**config.mk**
```make
export PLATFORM = sky130hd
export DESIGN_NAME = dpll_trim_controller
export DESIGN_NICKNAME = d
export VERILOG_FILES = /design/src/rtl/dpll_trim_controller.sv
export SDC_FILE = /design/constraint.sdc
export NUM_CORES = 1
export LEC_CHECK = 0
export CELL_PAD_IN_SITES_DETAIL_PLACEMENT = 0
export CELL_PAD_IN_SITES_GLOBAL_PLACEMENT = 1
export CORE_ASPECT_RATIO = 1.75
export CORE_MARGIN = 2
export CORE_UTILIZATION = 38
export DETAILED_ROUTE_END_ITERATION = 10
export HOLD_SLACK_MARGIN = 0.15
export PLACE_DENSITY_LB_ADDON = 0.25
export SYNTH_ARGS = -nofsm -noshare
export SYNTH_HDL_FRONTEND = slang
export SYNTH_SLANG_ARGS = --single-unit
```
**constraint.sdc**
```tcl
create_clock -name hiclock -period 3.55 [get_ports hiclock]
set_input_delay 0.71 -clock hiclock [delete_from_list [all_inputs] [get_ports hiclock]]
set_output_delay 0.71 -clock hiclock [all_outputs]
set_load 0.01 [all_outputs]
```
**src/rtl/dpll_trim_controller.sv**
```systemverilog
// dpll_trim_controller: counts hiclock cycles per osc period and steps a 0..26 thermometer trim.
// Optional lock detector compiled in with `define DPLL_LOCK_DETECT_EN.
module dpll_trim_controller #(
  parameter int CNT_W      = 6,
  parameter int DEADBAND   = 1,
  parameter int LOCK_COUNT = 4
) (
  input  logic        hiclock,
  input  logic        ireset,
  input  logic        enable,
  input  logic        osc,
  input  logic [4:0]  div,
  output logic [25:0] trim,
  output logic [4:0]  tval,
  output logic        lock
);

  localparam logic [CNT_W-1:0] CNT_MAX  = {CNT_W{1'b1}};
  localparam logic [CNT_W-1:0] CNT_ONE  = CNT_W'(1);
  localparam logic [4:0]       TVAL_MAX = 5'd26;

  typedef enum logic [1:0] {
    ST_DISABLED,
    ST_ARM,
    ST_FILL,
    ST_TRACK
  } state_t;

  state_t           state_q, state_d;
  logic [2:0]       sync_q, sync_d;
  logic             edge_p;
  logic [CNT_W-1:0] cur_q, cur_d;
  logic [CNT_W-1:0] prev_q, prev_d;
  logic [CNT_W-1:0] last_q, last_d;
  logic             upd_q, upd_d;
  logic [4:0]       tval_q, tval_d;
  logic [25:0]      trim_q, trim_d;
  logic [CNT_W:0]   sum;
  logic [5:0]       target;
  logic             too_fast;
  logic             too_slow;

  // sync_q[0..1] synchronize osc, sync_q[2] is the history bit for edge detection
  always_comb begin
    sync_d = {sync_q[1:0], osc};
  end

  assign edge_p = sync_q[1] & ~sync_q[2];

  // prev/last hold the two most recent complete periods once edge_p has been registered
  always_comb begin
    sum      = {1'b0, prev_q} + {1'b0, last_q};
    target   = {div, 1'b0};
    too_fast = int'(sum) > (int'(target) + DEADBAND);
    too_slow = int'(sum) < (int'(target) - DEADBAND);
  end

  always_comb begin
    state_d = state_q;
    cur_d   = cur_q;
    prev_d  = prev_q;
    last_d  = last_q;
    upd_d   = 1'b0;
    tval_d  = tval_q;

    case (state_q)
      ST_DISABLED: if (enable) state_d = ST_ARM;
      ST_ARM:      if (edge_p) state_d = ST_FILL;
      ST_FILL:     if (edge_p) state_d = ST_TRACK;
      ST_TRACK:    upd_d = edge_p;
      default:     state_d = ST_DISABLED;
    endcase

    if (state_q != ST_DISABLED) begin
      if (edge_p) begin
        cur_d  = CNT_ONE;
        prev_d = cur_q;
        last_d = prev_q;
      end else if (cur_q != CNT_MAX) begin
        cur_d = cur_q + CNT_ONE;
      end
    end

    if (upd_q && (state_q == ST_TRACK)) begin
      if (too_fast && (tval_q != TVAL_MAX)) begin
        tval_d = tval_q + 5'd1;
      end else if (too_slow && (tval_q != 5'd0)) begin
        tval_d = tval_q - 5'd1;
      end
    end

    if (!enable) begin
      state_d = ST_DISABLED;
      cur_d   = '0;
      prev_d  = '0;
      last_d  = '0;
      upd_d   = 1'b0;
    end
  end

  // Trim is decoded from the next tval so both registers change on the same edge
  always_comb begin
    trim_d = '0;
    for (int k = 0; k < 26; k++) begin
      trim_d[k] = (k < int'(tval_d));
    end
  end

  always_ff @(posedge hiclock or posedge ireset) begin
    if (ireset) begin
      state_q <= ST_DISABLED;
      sync_q  <= '0;
      cur_q   <= '0;
      prev_q  <= '0;
      last_q  <= '0;
      upd_q   <= 1'b0;
      tval_q  <= '0;
      trim_q  <= '0;
    end else begin
      state_q <= state_d;
      sync_q  <= sync_d;
      cur_q   <= cur_d;
      prev_q  <= prev_d;
      last_q  <= last_d;
      upd_q   <= upd_d;
      tval_q  <= tval_d;
      trim_q  <= trim_d;
    end
  end

  assign tval = tval_q;
  assign trim = trim_q;

`ifdef DPLL_LOCK_DETECT_EN
  localparam int              LC_W   = $clog2(LOCK_COUNT + 1);
  localparam logic [LC_W-1:0] LC_MAX = LC_W'(LOCK_COUNT);

  logic [LC_W-1:0] band_cnt_q, band_cnt_d;
  logic            lock_q, lock_d;
  logic            oob_update;

  // An out-of-band update or leaving TRACK drops lock on the same edge that clears the count
  always_comb begin
    oob_update = upd_q && (too_fast || too_slow);
    band_cnt_d = band_cnt_q;
    if ((state_q != ST_TRACK) || !enable || oob_update) begin
      band_cnt_d = '0;
    end else if (upd_q && (band_cnt_q != LC_MAX)) begin
      band_cnt_d = band_cnt_q + 1'b1;
    end
    lock_d = (band_cnt_q == LC_MAX) && (state_q == ST_TRACK) && enable && !oob_update;
  end

  always_ff @(posedge hiclock or posedge ireset) begin
    if (ireset) begin
      band_cnt_q <= '0;
      lock_q     <= 1'b0;
    end else begin
      band_cnt_q <= band_cnt_d;
      lock_q     <= lock_d;
    end
  end

  assign lock = lock_q;
`else
  assign lock = 1'b0;
`endif

endmodule

```
After elaboration in Yosys (flattened, before gate mapping)
Cells that the tools add are included.
- bits in read-only memories: 0
- memories kept: 0
- bits in registers: 55
- RAM bits: 0
- bits of input ports: 9
- latch bits: 0
- output and inout bits: 32
- logic and storage cells: 83
- shifts and indexed selects: 0
- multipliers: 0
- bitwise logic cells: 2
- div/mod/pow operators: 0
- $lt $le $gt $ge: 28
- equal/unequal tests: 11
- mux-type cells: 19
- add/sub/neg operators: 6
- reduce and logical (&&, ||, !) cells: 9
- operators with widths (operator ; number):
    $mux W6 ; 10
    $lt A5 B5 Y1 const A ; 10
    $lt A4 B5 Y1 const A ; 8
    $lt A3 B5 Y1 const A ; 4
    $mux W5 ; 3
    $lt A1 B5 Y1 const A ; 2
    $lt A2 B5 Y1 const A ; 2
    $lt A8 B7 Y1 ; 1
    $add A6 B1 Y7 const B ; 1
    $add A6 B6 Y7 ; 1
    $gt A7 B7 Y1 ; 1
    $sub A6 B1 Y7 const B ; 1
    $add A6 B1 Y6 const B ; 1
    $mux W2 ; 3
    $ne A3 B3 Y1 const B ; 2
    $ne A6 B6 Y1 const B ; 1
    $pmux W2 S3 ; 1
    $add A5 B1 Y5 const B ; 1
    $ne A5 B5 Y1 const B ; 1
    $reduce_bool A5 Y1 ; 1
    $sub A5 B1 Y5 const B ; 1
    $eq A2 B2 Y1 const B ; 2
    $ne A2 B1 Y1 const B ; 2
    $ne A4 B1 Y1 const B ; 1
    other kinds (10) ; 14

Logic depth before layout (Yosys ltp)
Gate-level depths: netlist (run 1).
- depth in word-level cells: 7
- gate-level depth with buffers: 17

Worst setup path before layout (run 1)
OpenSTA, ideal clock, no wires.
- kind: register -> register
- start: register prev_q[0]
- end: register trim_q[1], in the netlist trim[1]
- setup slack: 0.194 ns
- buffers on the path: 1
- period minus slack after synthesis: 3.356 ns
- stages on the path, launching flop included: 15
- setup time: 0.140 ns
- arrival time: 3.217 ns
- cells stage by stage: dfrtp_1 -> ha_1 -> fa_1 -> a21o_1 -> a21oi_1 -> xnor2_1 -> ha_1 -> a211oi_1 -> o21a_1 -> a2bb2oi_2 -> nor2_1 -> or3_1 -> a21oi_2 -> buf_6 -> nand3_1
- word-level cells in the longest chain between the ends: 7
- elaborated cells on any way between the ends: 9
- RTL lines (item ; line ; text):
    start: declaration ; 33 ; logic [CNT_W-1:0] prev_q, prev_d;
    start signal: assignment ; 123 ; prev_q <= prev_d;
    $add A6 B6 Y7 (*) ; 52 ; sum = {1'b0, prev_q} + {1'b0, last_q};
    $lt A8 B7 Y1 ; 55 ; too_slow = int'(sum) < (int'(target) - DEADBAND);
    $logic_and A1 B1 Y1 ; 87 ; end else if (too_slow && (tval_q != 5'd0)) begin
    $mux W5 ; 87 ;
    $mux W5 (*) ; 85 ; if (too_fast && (tval_q != TVAL_MAX)) begin
    $mux W5 (*) ; 84 ; if (upd_q && (state_q == ST_TRACK)) begin
    $lt A1 B5 Y1 (*) ; 105 ; trim_d[k] = (k < int'(tval_d));
    named net trim_d[1] ; 37 ; logic [25:0] trim_q, trim_d;
    end signal: assignment ; 127 ; trim_q <= trim_d;
    end: declaration ; 37 ;
The timed path passes the listed nets; every way through them passes the cells marked *.
A chain may end at the register's enable or synchronous reset.

Worst setup path after layout (run 1)
- start: register prev_q[1]
- end: register trim_q[20], in the netlist trim[20]
- word-level cells in the longest chain between the ends: 7
- elaborated cells on any way between the ends: 9
- RTL lines (item ; line):
    $add A6 B6 Y7 (*) ; 52
    $lt A8 B7 Y1 ; 55
    $logic_and A1 B1 Y1 ; 87
    $mux W5 ; 87
    $mux W5 (*) ; 85
    $mux W5 (*) ; 84
    $lt A5 B5 Y1 (*) ; 105
    named net trim_d[20] ; 37
Marked as above.

==> results.py, run 1 <==
metrics = {
    "outcome": {
        "status": "finished, final reports clean",
    },
    "power": {
        "p_leak_nw": 1.95,
        "p_sw_w": 0.000430,
        "p_seq_share_pct": 44.3,
        "ir_worst_vdd_uv": 217,
        "power_w": 0.00155,
        "p_clk_share_pct": 36.8,
        "comb_power_share_pct": 18.9,
        "p_int_w": 0.00112,
        "swShare_pct": 27.8,
        "power_density_nw_per_um2": 381,
    },
    "global_route": {
        "overflow": 0,
        "antenna_found_initial": 0,
        "grt_pass1_wl_um": 11300,
        "grt_start_max_net_pins": 55,
        "grt_pass1_vias": 2436,
        "grt_usage_pct": 16.6,
    },
    "yosys": {
        "synth_area_leader_cell": "dfrtp_1",
        "ys.flop_type": "dfrtp_1",
        "synth_mux_area_share_pct": 0,
        "synth_common_cells": "dfrtp_1, nand2_1, ha_1",
        "synth-seq-cells": 54,
        "synth_edf_count": 0,
        "synth_area_leaders": "dfrtp_1, ha_1, nand2_1",
        "ys_async_sr_fraction_pct": 100,
        "netlist_instances": 297,
        "synth_top_family_by_area": "simple AND/OR/NAND/NOR gates",
        "synth_fa_ha_area_share_pct": 11.2,
        "seq_area_frac_synth_pct": 45.7,
        "ys_warn_count": 0,
        "netlist_area_um2": 2960,
        "synth-simple-area-share_pct": 18.2,
        "synth-xor-area-share_pct": 3.21,
        "synth_most_common_cell": "dfrtp_1",
        "avgSynthCellArea_um2": 9.96,
        "syn_nets": 332,
        "ys_types": 61,
        "synth_compound_area_share_pct": 16.3,
        "yosysTopAreaCellShare_pct": 45.7,
    },
    "clocking": {
        "root_buffer": "clkbuf_16",
        "cts_tree": "done",
        "htreeDepth": 2,
        "cts_sinks": 54,
        "cts_buffer_depth": 2,
        "ctsHoldBuffers": 0,
        "numCtsBuffers": 5,
        "clk_pin_slew_worst_paths_ns": 0.07,
        "clk_latency_ns": 0.29,
    },
    "timing": {
        "fin_worst_skew_ns": 0.00810,
        "drv_slew": 0,
        "timing.slew.headroom_pct": 55.9,
        "max_freq_ghz": 0.289,
        "worst_slew_pin_slew_ns": 0.661,
        "tns_ns": 0,
        "setup-violations-final": 0,
        "period_minus_slack_ns": 3.45,
        "rsz0062_at_grt": "yes",
        "period_share_pct": 97.3,
        "setup_slack_ns": 0.0952,
        "hold_viol_final": 0,
    },
    "worst_setup_path": {
        "worstSetupStartpointType": "flop",
        "path_class": "reg -> reg",
        "critPathArrivalTime_ns": 3.65,
        "cp.required_ns": 3.75,
        "endpoint_kind": "flop",
        "cp_max_fo": 6,
    },
    "layout": {
        "drive_gt1_share_pct": 24.9,
        "syn_to_final_growth_pct": 37.5,
        "n_antenna_cell": 0,
        "num-fill-cells": 715,
        "fin_nets": 400,
    },
    "floorplanning": {
        "die_x_um": 70.7,
        "start_util_pct": 39.1,
        "num_rows": 42,
        "chipHeight_um": 121,
        "die_area_um2": 8540,
        "core_um2": 7570,
        "ioPinCount": 41,
    },
    "drt": {
        "drtAntennaViolNets": 0,
        "drc": 0,
        "wl_um": 6770,
        "vias": 2396,
        "wire_per_inst_um": 14.9,
        "first_iter_violations": 75,
        "viasPerCell": 5.28,
        "first_pass_iters": 6,
    },
    "placement": {
        "io_buffers": 39,
        "hpwl_um": 4870,
        "place_ws_ns": -0.177,
        "gp_congestion": 0.819,
    },
    "run": {
        "drv_cap": 0,
    },
    "min_path": {
        "hold_path_class": "reg -> reg",
    },
}
cells by family (layout without fill, tap and decap cells):
kind of cell,count (synthesis),count (layout)
XOR/XNOR,10,10
buffers and inverters,32,101
adder cells (fa/ha/maj),26,26
AND/OR/NAND/NOR,106,106
AO/OA/AOI/OAI,68,68
flip-flops,54,54
other,1,1
what timing repair did:
item,CTS,global route
pin swaps,13,13
endpoints found under the hold margin,0,0
resized for setup,17,26
setup buffers,0,4
setup endpoints to repair,25,28
gates cloned,0,2
state kept, by name (all words and copies together), names as in the netlist:
register and flops:
trim 26, tval 4, last_q 6, state_q 2
cur_q 6, sync_q 3, upd_q 1, prev_q 6
per-layer routing:
| metal | global-route usage (%) | vias up | wire [um] | part of all wire [%] |
|---|---|---|---|---|
| met4 | 7.78 | 0 | 195 | 2.9 |
| met2 | 32.4 | 56 | 4000 | 59 |
| met1 | 16.4 | 1145 | 2380 | 35 |
| li1 | - | 1181 | - | - |
| met3 | 2.75 | 14 | 190 | 2.8 |
| met5 | 0 | - | 0 | 0 |
cells in the final DEF (no fill, tap or decap), drive strengths merged, types with 2 or more instances in the layout:
master,Yosys,layout
a2bb2oi,2,2
clkbuf,4,6
nor2,11,11
and2,3,3
and4,2,2
o21ai,22,22
nor3,4,4
or3,2,2
inv,19,20
ha,25,25
a211oi,3,3
o211ai,2,2
a41oi,2,2
nand2,40,40
nand3,24,24
xor2,3,3
nand2b,4,4
clkdlybuf4s50,0,39
o31ai,6,6
and3,3,3
buf,8,33
nor3b,2,2
a21oi,13,13
dfrtp,54,54
a31oi,6,6
nor4,2,2
or2,2,2
o21a,2,2
a21o,3,3
xnor2,7,7
nand4,4,4
through the flow:
step / hold WS (ns) / cells / instance area [um^2] / utilization [%]
after floorplan: 0.331 / 297 / 2960 / -
after global placement: 0.332 / 440 / 3620 / 47.8
after detailed placement: 0.335 / 440 / 3620 / 47.8
after CTS: 0.352 / 448 / 3870 / 51.2
after global routing: 0.377 / 454 / 4070 / 53.8
final: 0.350 / 454 / 4070 / 53.8
power by group through the flow:
| stage | sequential [W] | clock, W | combinational (W) |
|---|---|---|---|
| after CTS | 0.000687 | 0.000581 | 0.000287 |
| after global routing | 0.000692 | 0.000606 | 0.000341 |
| after floorplan | 0.000690 | 0 | 0.000189 |
| after detailed placement | 0.000699 | 0 | 0.000280 |
| final | 0.000686 | 0.000570 | 0.000292 |
| after global placement | 0.000696 | 0 | 0.000275 |
cell type report:
cell class                      count  area [um^2]  area share, %
Multi-Input combinational cell    211         1660           40.7
Clock inverter                      3         48.8           1.20
Inverter                           20         80.1           1.97
Timing Repair Buffer               73          696           17.1
Clock buffer                        5          125           3.08
Tap cell                           88          110           2.71
Sequential cell                    54         1350           33.2
worst max-delay path, cell delays in order, from the launching register on:
cell	delay, ns
dfrtp_1	0.40
ha_1	0.31
a21o_1	0.18
a21oi_2	0.14
o21bai_1	0.09
a21oi_2	0.18
xnor2_2	0.15
ha_1	0.28
buf_6	0.13
a21oi_4	0.15
o2111ai_4	0.17
nor3b_4	0.29
a41oi_2	0.22
xor2_4	0.24
clkbuf_16	0.20
o31ai_2	0.23
path summary, 6_finish.rpt:
kind / cells after the start / slack, ns / endpoint / from
min: 0 / 0.35 / sync_q[1] / sync_q[0]
min in group asynchronous: 3 / 0.92 / sync_q[1] / ireset
max in group asynchronous: 3 / 2.19 / trim[21] / ireset
max reg2reg: 15 / 0.1 / trim[20] / prev_q[1]
min reg2reg: 0 / 0.35 / sync_q[1] / sync_q[0]
max: 15 / 0.1 / trim[20] / prev_q[1]
Power figures use the tool's default switching activity.
==> inputs of run 2 (changes only) <==
- CELL_PAD_IN_SITES_DETAIL_PLACEMENT: 0 -> 1
==> run 2 against run 1 <==
Setup slack got worse by 0.080 ns. Sequential power about the same. Non-clock buffer count increased by 5. First-iteration DRC count decreased by 35%. Sequential share of layout area decreased by 1.2 points.
==> results.py, run 2 (synthesis gave the netlist of run 1 again) <==
metrics = {
    "clocking": {
        "htreeDepth": 2,
        "root_buffer": "clkbuf_16",
        "ctsHoldBuffers": 0,
        "cts_tree": "done",
        "clk_pin_slew_worst_paths_ns": 0.07,
        "cts_buffer_depth": 2,
        "cts_sinks": 54,
        "clk_latency_ns": 0.29,
        "numCtsBuffers": 5,
    },
    "drt": {
        "vias": 2504,
        "wire_per_inst_um": 17.7,
        "first_iter_violations": 49,
        "viasPerCell": 5.46,
        "wl_um": 8110,
        "drc": 0,
        "first_pass_iters": 6,
        "drtAntennaViolNets": 0,
    },
    "outcome": {
        "status": "finished, final reports clean",
    },
    "worst_setup_path": {
        "critPathLaunch": "prev_q[1]",
        "max_stage_delay_ns": 0.40,
        "worst_r2r_path_depth": 16,
        "critPathArrivalTime_ns": 3.74,
        "endpoint_kind": "flop",
        "cp_cell_sequence": "ha_1, a21o_1, a21oi_2, o21bai_1, a21oi_2, xnor2_2, ha_1, and4_1, o21ai_2, o2111ai_2, nor3b_4, a41oi_2, xor2_2, buf_6, buf_12, o31ai_4",
        "cp.required_ns": 3.76,
        "slowest_stage": "dfrtp_1",
        "rr_endpoint": "trim[20]",
        "r2r_start": "prev_q[1]",
        "reg2reg_slack_ns": 0.02,
        "worstSetupStartpointType": "flop",
        "path_class": "reg -> reg",
        "crit_path_end": "trim[20]",
        "cp_max_fo": 6,
    },
    "placement": {
        "gp_congestion": 0.819,
        "hpwl_um": 5520,
        "placed_cells": 440,
        "io_buffers": 39,
    },
    "timing": {
        "drv_slew": 0,
        "worst_slew_pin_slew_ns": 0.673,
        "period_share_pct": 99.6,
        "setup-violations-final": 0,
        "timing.slew.headroom_pct": 55.2,
        "hold_viol_final": 0,
        "rsz0062_at_grt": "yes",
        "max_freq_ghz": 0.283,
        "period_minus_slack_ns": 3.53,
        "fin_worst_skew_ns": 0.00624,
    },
    "global_route": {
        "grt_pass1_wl_um": 12600,
        "antenna_found_initial": 0,
        "overflow": 0,
        "grt_start_max_net_pins": 55,
        "grt_usage_pct": 18.6,
        "grt_pass1_vias": 2654,
    },
    "layout": {
        "syn_to_final_growth_pct": 42.5,
        "final_cell_mix": "dfrtp_1, clkdlybuf4s50_1, nand2_1",
        "final_common_cell": "dfrtp_1",
        "n_antenna_cell": 0,
        "drive_gt1_share_pct": 27.8,
        "layout.cells.non_filler": 459,
        "num-fill-cells": 821,
        "fin_nets": 405,
        "largest_reg_flops": 26,
    },
    "power": {
        "p_leak_nw": 1.99,
        "p_seq_share_pct": 43.8,
        "power_w": 0.00157,
        "power_density_nw_per_um2": 372,
        "p_clk_share_pct": 36.9,
        "ir_worst_vdd_uv": 230,
        "comb_power_share_pct": 19.3,
        "swShare_pct": 27.4,
        "p_int_w": 0.00114,
        "p_sw_w": 0.000430,
    },
    "floorplanning": {
        "chipHeight_um": 121,
        "core_um2": 7570,
        "die_area_um2": 8540,
        "die_x_um": 70.7,
        "num_rows": 42,
        "start_util_pct": 39.1,
        "ioPinCount": 41,
    },
    "run": {
        "drv_cap": 0,
    },
    "min_path": {
        "hold_path_class": "reg -> reg",
    },
}
-- run 2: worst min path at each step --
stage | slack, ns | start | depth (start not counted) | endpoint
after global placement | 0.33 | sync_q[0] | 0 | sync_q[1]
after floorplan | 0.33 | sync_q[0] | 0 | sync_q[1]
after detailed placement | 0.34 | sync_q[0] | 0 | sync_q[1]
after global routing | 0.37 | sync_q[0] | 0 | sync_q[1]
after CTS | 0.35 | sync_q[0] | 0 | sync_q[1]
final | 0.35 | sync_q[0] | 0 | sync_q[1]
-- run 2: timing repair --
action | CTS | global route
endpoints found under the setup margin | 27 | 27
setup buffers | 2 | 7
gates resized for setup | 17 | 44
pin swaps | 6 | 21
gates cloned | 0 | 2
-- run 2: per-stage QoR --
stage | instance area, um^2 | hold slack [ns] | setup TNS, ns | setup WS [ns] | util (%)
global placement | 3620 | 0.332 | -1.63 | -0.112 | 47.8
detailed placement | 3620 | 0.337 | -4.13 | -0.254 | 47.8
floorplan | 2960 | 0.331 | 0 | 0.194 | -
finish | 4220 | 0.350 | 0 | 0.0155 | 55.7
global route | 4220 | 0.372 | -1.87 | -0.148 | 55.7
CTS | 3900 | 0.354 | 0 | 0.00147 | 51.5
-- run 2: power by group through the flow --
stage / sequential [W] / combinational (W) / clock (W)
after floorplan: 0.000690 / 0.000189 / 0
after global placement: 0.000696 / 0.000275 / 0
after detailed placement: 0.000699 / 0.000291 / 0
after CTS: 0.000687 / 0.000298 / 0.000591
after global routing: 0.000694 / 0.000351 / 0.000607
final: 0.000686 / 0.000302 / 0.000579
-- run 2: critical path: cells and delay by family (launching register included) --
kind            cells  cell delay (ns)
compound gates      8             1.29
xor+xnor            2             0.36
fa+ha+maj           2             0.59
buf+inv             2             0.29
flops               1             0.40
simple gates        2             0.52
-- run 2: area by class of cell --
cell class	count	area (um^2)	area share, %
tap	88	110	2.61
timing repair buffer	78	758	18.0
clock inverter	2	38.8	0.920
sequential	54	1350	32.0
multi-input combinational	211	1740	41.2
inverter	20	80.1	1.90
clock buffer	6	139	3.29
-- run 2: metal layers --
| layer | share of wire (%) | track usage (%) | up-vias |
|---|---|---|---|
| li1 | - | - | 1185 |
| met1 | 33 | 17.3 | 1251 |
| met2 | 61 | 38.6 | 47 |
| met3 | 2.3 | 2.08 | 21 |
| met4 | 3.6 | 7.67 | 0 |
| met5 | 0 | 0 | - |
==> inputs of run 3 (changes only) <==
- CORE_UTILIZATION: 38 -> 35
==> run 3 against run 2 <==
Sequential cell count stayed put. Sequential power is 0.6% higher. Clock power hardly changed. Setup slack worse by 0.0058 ns. Critical path depth is 2 lower. Routed wire length is 5.7% lower. Via count is 0.92% higher. Count of clock-buffer cells in the layout stayed put. Power is 1.7% higher. Non-clock buffer count is 4 lower. Critical path type unchanged. Highest routed layer unchanged.
==> results.py, run 3 (synthesis gave the netlist of run 1 again) <==
metrics = {
    "global_route": {
        "overflow": 0,
        "grt_usage_pct": 16.8,
        "grt_pass1_vias": 2683,
        "antenna_found_initial": 0,
        "grt_start_max_net_pins": 31,
        "grt_pass1_wl_um": 12300,
    },
    "drt": {
        "wl_um": 7650,
        "drc": 0,
        "vias": 2527,
        "viasPerCell": 5.51,
        "first_iter_violations": 83,
        "first_pass_iters": 4,
        "drtAntennaViolNets": 0,
        "wire_per_inst_um": 16.7,
    },
    "worst_setup_path": {
        "critPathArrivalTime_ns": 3.73,
        "rr_endpoint": "trim[20]",
        "reg2reg_slack_ns": 0.01,
        "worst_r2r_path_depth": 14,
        "critPathLaunch": "prev_q[0]",
        "path_class": "reg -> reg",
        "endpoint_kind": "flop",
        "worstSetupStartpointType": "flop",
        "r2r_start": "prev_q[0]",
        "cp.required_ns": 3.74,
        "cp_max_fo": 24,
        "crit_path_end": "trim[20]",
    },
    "power": {
        "comb_power_share_pct": 20.5,
        "ir_worst_vdd_uv": 203,
        "swShare_pct": 27.5,
        "power_density_nw_per_um2": 397,
        "p_sw_w": 0.000438,
        "p_int_w": 0.00116,
        "p_clk_share_pct": 36.2,
        "p_seq_share_pct": 43.3,
        "p_leak_nw": 1.96,
    },
    "layout": {
        "num-fill-cells": 946,
        "final_cell_mix": "dfrtp_1, clkdlybuf4s50_1, nand2_1",
        "drive_gt1_share_pct": 23.7,
        "n_antenna_cell": 0,
        "final_common_cell": "dfrtp_1",
        "fin_nets": 401,
        "multi_input_area_um2": 1600,
        "seq_area_um2": 1350,
        "largest_reg_flops": 26,
        "utilization_pct": 48.6,
        "syn_to_final_growth_pct": 35.6,
    },
    "floorplanning": {
        "ioPinCount": 41,
        "start_util_pct": 35.8,
        "chipHeight_um": 126,
        "die_area_um2": 9230,
        "num_rows": 44,
        "core_um2": 8260,
        "die_x_um": 73.5,
    },
    "min_path": {
        "hold_path_class": "reg -> reg",
    },
    "clocking": {
        "numCtsBuffers": 5,
        "cts_tree": "done",
        "cts_sinks": 54,
        "clk_latency_ns": 0.29,
        "clk_pin_slew_worst_paths_ns": 0.07,
        "ctsHoldBuffers": 0,
        "cts_buffer_depth": 2,
        "htreeDepth": 2,
        "root_buffer": "clkbuf_16",
    },
    "timing": {
        "timing.slew.headroom_pct": 64.1,
        "period_share_pct": 99.7,
        "rsz0062_at_grt": "yes",
        "period_minus_slack_ns": 3.54,
        "max_freq_ghz": 0.282,
        "worst_slew_pin_slew_ns": 0.538,
        "hold_viol_final": 0,
        "setup-violations-final": 0,
        "drv_slew": 0,
        "fin_worst_skew_ns": 0.00717,
        "hold-worst-slack_ns": 0.355,
    },
    "run": {
        "drv_cap": 0,
    },
    "placement": {
        "gp_congestion": 0.853,
        "io_buffers": 39,
        "hpwl_um": 5610,
    },
    "outcome": {
        "status": "finished, final reports clean",
    },
}
## run 3: cell count changes in the layout (fill, tap and decap cells not counted), sizes merged
cell    change
buf         -2
clkbuf      -2
## run 3: worst max-delay path, stage by stage, from the launching register on
cell       delay, ns
dfrtp_1         0.42
ha_4            0.18
fa_2            0.36
a21o_1          0.18
a21oi_2         0.19
xnor2_2         0.17
ha_1            0.31
a211oi_2        0.23
o21a_4          0.19
a2bb2oi_4       0.24
nand2b_4        0.20
a41oi_2         0.14
xor2_2          0.19
buf_12          0.18
o31ai_1         0.25
## run 3: worst min-delay path by stage
| stage | startpoint | end | slack, ns | depth (start not counted) |
|---|---|---|---|---|
| floorplan | sync_q[0] | sync_q[1] | 0.33 | 0 |
| global placement | sync_q[0] | sync_q[1] | 0.34 | 0 |
| detailed placement | sync_q[0] | sync_q[1] | 0.34 | 0 |
| CTS | sync_q[0] | sync_q[1] | 0.36 | 0 |
| global route | sync_q[0] | sync_q[1] | 0.38 | 0 |
| finish | sync_q[0] | sync_q[1] | 0.35 | 0 |
## run 3: repair_timing
item / in CTS / in global routing
buffers inserted: 2 / 6
resized for setup: 16 / 19
pin swaps: 9 / 12
cloned: 0 / 0
setup endpoints to repair: 27 / 28
## run 3: area by class of cell
class,count,area share (%)
Clock buffer,6,3.46
Clock inverter,2,0.967
Inverter,20,2.00
Multi-Input combinational cell,211,39.9
Sequential cell,54,33.7
Tap cell,92,2.87
Timing Repair Buffer,74,17.1
## run 3: per-stage QoR
step | std cells | cell area, um^2 | total power, W | setup slack [ns] | TNS [ns]
2_1_floorplan | 297 | 2960 | 0.000879 | 0.194 | 0
3_3_place_gp | 443 | 3620 | 0.000974 | -0.154 | -2.25
3_5_place_dp | 443 | 3620 | 0.000992 | -0.284 | -4.98
4_1_cts | 453 | 3890 | 0.00159 | 0.00326 | 0
5_1_grt | 459 | 4010 | 0.00168 | -0.162 | -2.77
6_report | 459 | 4010 | 0.00159 | 0.00963 | 0
## run 3: power by group through the flow
stage	Sequential, W	Combinational (W)	Clock [W]
after floorplan	0.000690	0.000189	0
after global placement	0.000698	0.000275	0
after detailed placement	0.000700	0.000292	0
after CTS	0.000688	0.000306	0.000593
after global routing	0.000696	0.000370	0.000614
final	0.000690	0.000326	0.000577
## run 3: layer usage
metal / wire [um] / up-vias / GRT usage (%)
met3: 184 / 18 / 2.48
met2: 4650 / 56 / 32.4
met1: 2550 / 1275 / 16.8
met5: 0 / - / 0
li1: - / 1178 / -
met4: 263 / 0 / 7.59
